### config.mk
export PLATFORM = sky130hd
export DESIGN_NAME = a_debouncer
export DESIGN_NICKNAME = d
export VERILOG_FILES = /design/src/rtl/a_debouncer_pkg.sv /design/src/rtl/bit_synchronizer.sv /design/src/rtl/a_debouncer.sv
export SDC_FILE = /design/constraint.sdc
export NUM_CORES = 1
export LEC_CHECK = 0
export BUFFER_PORTS_ARGS = -buffer_cell sky130_fd_sc_hd__buf_2
export CORE_AREA = 4 4 41 43
export DETAILED_ROUTE_END_ITERATION = 10
export DIE_AREA = 0 0 45 47
export PLACE_DENSITY = 0.46
export REMOVE_ABC_BUFFERS = 1
export SLEW_MARGIN = 25
export SYNTH_ARGS = -nofsm -noshare
export SYNTH_HDL_FRONTEND = slang
export SYNTH_SLANG_ARGS = --single-unit
### constraint.sdc
create_clock -name clk -period 1.15 [get_ports clk]
set_input_delay 0.0575 -clock clk [delete_from_list [all_inputs] [get_ports clk]]
set_output_delay 0.0575 -clock clk [all_outputs]
set_load 0.005 [all_outputs]
### src/rtl/a_debouncer_pkg.sv
// Shared types and limits for the a_debouncer input-conditioning stage.
package a_debouncer_pkg;

  typedef enum logic [1:0] {
    LOW      = 2'd0,
    CHK_HIGH = 2'd1,
    HIGH     = 2'd2,
    CHK_LOW  = 2'd3
  } deb_state_t;

  // Legal range of the stability window.
  localparam int unsigned MIN_STABLE = 2;
  localparam int unsigned MAX_STABLE = 255;

  // Shallower chains do not give a metastable sample time to settle.
  localparam int unsigned MIN_SYNC_STAGES = 2;

  // Debounced level presented while sitting in a given state.
  function automatic logic level_of(input deb_state_t st);
    return (st == HIGH) || (st == CHK_LOW);
  endfunction

  // High while a candidate transition is being qualified.
  function automatic logic is_checking(input deb_state_t st);
    return (st == CHK_HIGH) || (st == CHK_LOW);
  endfunction

endpackage

### src/rtl/bit_synchronizer.sv
// Multi-flop synchronizer bringing one asynchronous bit into the clk domain.
module bit_synchronizer
  import a_debouncer_pkg::*;
#(
  parameter int unsigned STAGES = 2
) (
  input  logic clk,
  input  logic rst,
  input  logic d,
  output logic q
);

  if (STAGES < MIN_SYNC_STAGES) begin : g_bad_stages
    $error("bit_synchronizer: STAGES must be at least %0d", MIN_SYNC_STAGES);
  end

  (* ASYNC_REG = "TRUE" *) logic [STAGES-1:0] sync_q;

  // Shift the raw bit through the chain; stage 0 is the only one that can go metastable.
  always_ff @(posedge clk) begin
    if (rst) begin
      sync_q <= '0;
    end else begin
      sync_q <= {sync_q[STAGES-2:0], d};
    end
  end

  assign q = sync_q[STAGES-1];

endmodule

### src/rtl/a_debouncer.sv
// Synchronizes and debounces the raw control line feeding the sequence FSM's a input.
module a_debouncer
  import a_debouncer_pkg::*;
#(
  parameter int unsigned SYNC_STAGES   = 2,
  parameter int unsigned STABLE_CYCLES = 4
) (
  input  logic clk,
  input  logic rst,
  input  logic raw_in,
  output logic a,
  output logic rise,
  output logic fall,
  output logic busy
);

  localparam int unsigned CNT_W = $clog2(STABLE_CYCLES);

  if ((STABLE_CYCLES < MIN_STABLE) || (STABLE_CYCLES > MAX_STABLE)) begin : g_bad_stable
    $error("a_debouncer: STABLE_CYCLES must be in %0d..%0d", MIN_STABLE, MAX_STABLE);
  end

  logic             s;
  deb_state_t       state, state_n;
  logic [CNT_W-1:0] cnt, cnt_n;
  logic             cnt_last;
  logic             a_n, rise_n, fall_n, busy_n;

  bit_synchronizer #(
    .STAGES (SYNC_STAGES)
  ) u_sync (
    .clk (clk),
    .rst (rst),
    .d   (raw_in),
    .q   (s)
  );

  // Candidate level has now been seen on STABLE_CYCLES consecutive samples.
  assign cnt_last = (cnt == CNT_W'(STABLE_CYCLES - 1));

  // State, counter and output registers; reset overrides any transition in flight.
  always_ff @(posedge clk) begin
    if (rst) begin
      state <= LOW;
      cnt   <= '0;
      a     <= 1'b0;
      rise  <= 1'b0;
      fall  <= 1'b0;
      busy  <= 1'b0;
    end else begin
      state <= state_n;
      cnt   <= cnt_n;
      a     <= a_n;
      rise  <= rise_n;
      fall  <= fall_n;
      busy  <= busy_n;
    end
  end

  // Next state, counter and registered-output values.
  always_comb begin
    state_n = state;
    cnt_n   = cnt;
    rise_n  = 1'b0;
    fall_n  = 1'b0;

    unique case (state)
      LOW: begin
        if (s) begin
          state_n = CHK_HIGH;
          cnt_n   = CNT_W'(1);
        end
      end
      CHK_HIGH: begin
        if (!s) begin
          state_n = LOW;
          cnt_n   = '0;
        end else if (cnt_last) begin
          state_n = HIGH;
          cnt_n   = '0;
          rise_n  = 1'b1;
        end else begin
          cnt_n   = cnt + CNT_W'(1);
        end
      end
      HIGH: begin
        if (!s) begin
          state_n = CHK_LOW;
          cnt_n   = CNT_W'(1);
        end
      end
      CHK_LOW: begin
        if (s) begin
          state_n = HIGH;
          cnt_n   = '0;
        end else if (cnt_last) begin
          state_n = LOW;
          cnt_n   = '0;
          fall_n  = 1'b1;
        end else begin
          cnt_n   = cnt + CNT_W'(1);
        end
      end
      default: begin
        state_n = LOW;
        cnt_n   = '0;
      end
    endcase

    a_n    = level_of(state_n);
    busy_n = is_checking(state_n);
  end

endmodule
==> metrics.yaml <==
sta:
  min_period_over_period_pct: 91.4
  period_needed_ns: 1.05
  finalSetupViolations: 0
  max_freq_mhz: 952
  rsz0062_at_grt: "no"
  clock_skew_ns: 0.00307
  slew_headroom_pct: 80.3
  tightest_slew_ns: 0.293
  report.final.slew_viol_count: 0
  hold_viol: 0
  fin_tns_setup_ns: 0
synthesis:
  yosysWarnings: 0
  yosysUniqueCellTypes: 16
  synth_edf_count: 0
  yosysSeqAreaShare_pct: 54.8
  async_flop_share_pct: 0
  syn-mean-instance-area_um2: 11.8
  synthSimpleGateAreaFrac_pct: 18.3
  ys.flop_type: "dfxtp_1"
  synth_top_area_share_pct: 54.8
  syn_area_um2: 329
  synth.area.mux_share_pct: 3.04
  ys_top_cells_by_count: "dfxtp_1 (9), a211oi_1 (2), a21oi_1 (2), and2b_2 (2), nor4b_1 (2)"
  synthTopCellsByArea: "dfxtp_1 (55%), and2b_2 (5.3%), nor4b_1 (5.3%)"
  synth_area_leader_cell: "dfxtp_1"
  synthCells: 28
  ys_ff_latch: 9
  synth_xor_xnor_area_share_pct: 2.66
  yosysMostFrequentCell: "dfxtp_1"
  synth_top_family_by_area: "simple AND/OR/NAND/NOR gates"
  synth-compound-area-share_pct: 12.9
  synth_fa_ha_area_share_pct: 3.80
routing:
  firstDrtPassIters: 4
  vias: 220
  postRouteAntennaNets: 0
  wl_met2_um: 227
  drt_iter0_markers: 3
  top_layer: "met4"
  drc: 0
  drt-met1-wl_um: 237
  detail_route.wl_per_cell_um: 9.96
  viasPerCell: 4.23
  dr_wl_met3_um: 48
  wl_um: 518
clock_tree:
  cts_made_buffers: 3
  cts_tree: "done"
  clkLatencyLatePin_ns: 0.25
  h-tree-depth: 1
  clkTransAtPathRegs_ns: 0.06
  cts_max_path_buffers: 2
  cts-root-buf: "clkbuf_4"
  post-cts-setup-buffer-count: 0
  cts.sinks: 9
worst_setup_path:
  cp.arrival_ns: 1.20
  rr_endpoint: "fall$_SDFF_PP0_"
  worstPathMaxFanout: 5
  reg2reg_depth: 3
  reg2reg_from: "cnt[0]$_SDFFE_PP0P_"
  crit_end: "fall$_SDFF_PP0_"
  reg2reg_slack_ns: 0.1
  endpoint_kind: "flop"
  critPathKind: "reg2reg"
  worstPathRequired_ns: 1.30
  start_kind: "flop"
  critPathLaunch: "cnt[0]$_SDFFE_PP0P_"
die:
  die_w_um: 45
  std_cell_rows: 13
  core_um2: 1300
  initial_utilization_pct: 25.3
  io_pins: 7
  die_h_um: 47
  die-area_um2: 2120
grt:
  grt_pass1_wl_um: 862
  grt.total_usage_pct: 6.19
  antenna_found_initial: 0
  grt_overflow: 0
  grt_max_degree: 11
  grt_pass1_vias: 205
final_layout:
  instances_no_fill: 52
  layout-drive-gt1-share_pct: 35.1
  fin_nets: 42
  area_growth_pct: 21.3
  n_antenna_cell: 0
placement:
  dpl.hpwl_um: 383
  place_congestion: 0.637
  dp.cells: 48
  portBuffers: 6
power:
  power.leakage_nw: 0.166
  finalPower_mw: 0.574
  pwr_density_cell_nw_per_um2: 1440
  ir_drop_mv: 0.584
status:
  status: "completed"
min_path:
  hp-class: "in2reg"
job:
  drv_cap: 0
==> worst min path at each step <==
stage,startpoint,endpoint,slack [ns],cells past startpoint
6_report,raw_in,u_sync.sync_q[0]$_SDFF_PP0_,0.03,2
5_1_grt,raw_in,u_sync.sync_q[0]$_SDFF_PP0_,0.01,2
4_1_cts,raw_in,u_sync.sync_q[0]$_SDFF_PP0_,0.02,2
3_5_place_dp,raw_in,u_sync.sync_q[0]$_SDFF_PP0_,0.28,2
3_3_place_gp,raw_in,u_sync.sync_q[0]$_SDFF_PP0_,0.28,2
2_1_floorplan,rst,a$_SDFF_PP0_,0.13,1
==> layer usage <==
layer,GRT usage [%],up-vias
met3,3.83,2
li1,-,117
met2,8.19,6
met1,6.91,95
met4,5.26,0
met5,0,-
==> registers in the layout, summed over array words and instances, names as in the netlist <==
register	cells
fall	1
state	1
cnt	2
rise	1
u_sync.sync_q	2
busy	1
a	1
==> layout make-up <==
type                            count  area, um^2
Fill cell                         145         902
Sequential cell                     9         180
Multi-Input combinational cell     17         140
Timing Repair Buffer                6        30.0
Clock buffer                        4        26.3
Tap cell                           15        18.8
Inverter                            1        3.75
==> cells in the final DEF (no fill, tap or decap), drive strengths merged <==
cell / n
dfxtp: 9
buf: 6
clkbuf: 4
a211oi: 2
a21oi: 2
and2b: 2
nor4b: 2
nand2: 1
xnor2: 1
nand3: 1
a21bo: 1
nand3b: 1
or3b: 1
mux2i: 1
inv: 1
o21a: 1
ha: 1
==> critical path: stages (launching register included) <==
cell	delay, ns
dfxtp_1	0.35
ha_1	0.25
nand2_1	0.11
nor4b_1	0.25
==> cells by family after synthesis <==
family                     after synthesis
DFF                                      9
AOI/OAI and AO/OA                        6
and+or+nand+nor                          8
muxes                                    1
adders and majority gates                1
xor gates and xnor gates                 1
buffers and inverters                    2
==> power by group <==
part	internal (mW)	switching [mW]	total, mW
clock network	0.133	0.0982	0.231
logic	0.0104	0.00886	0.0193
registers	0.318	0.00527	0.323
total	0.461	0.112	0.574
==> through the flow <==
| stage | setup WS [ns] | utilization (%) | hold slack (ns) | instance area [um^2] |
|---|---|---|---|---|
| 4_1_cts | 0.0573 | 30.2 | 0.0181 | 393 |
| 3_5_place_dp | 0.0697 | 28.2 | 0.283 | 367 |
| 5_1_grt | 0.0111 | 30.7 | 0.0145 | 399 |
| 2_1_floorplan | 0.189 | - | 0.127 | 318 |
| 6_report | 0.0993 | 30.7 | 0.0285 | 399 |
| 3_3_place_gp | 0.156 | 28.2 | 0.283 | 367 |
==> what timing repair did <==
action,4_1_cts,5_1_grt
resized for setup,0,1
hold buffers,0,0
endpoints found under the setup margin,0,1
No activity file was read; power rests on OpenSTA's default activity.
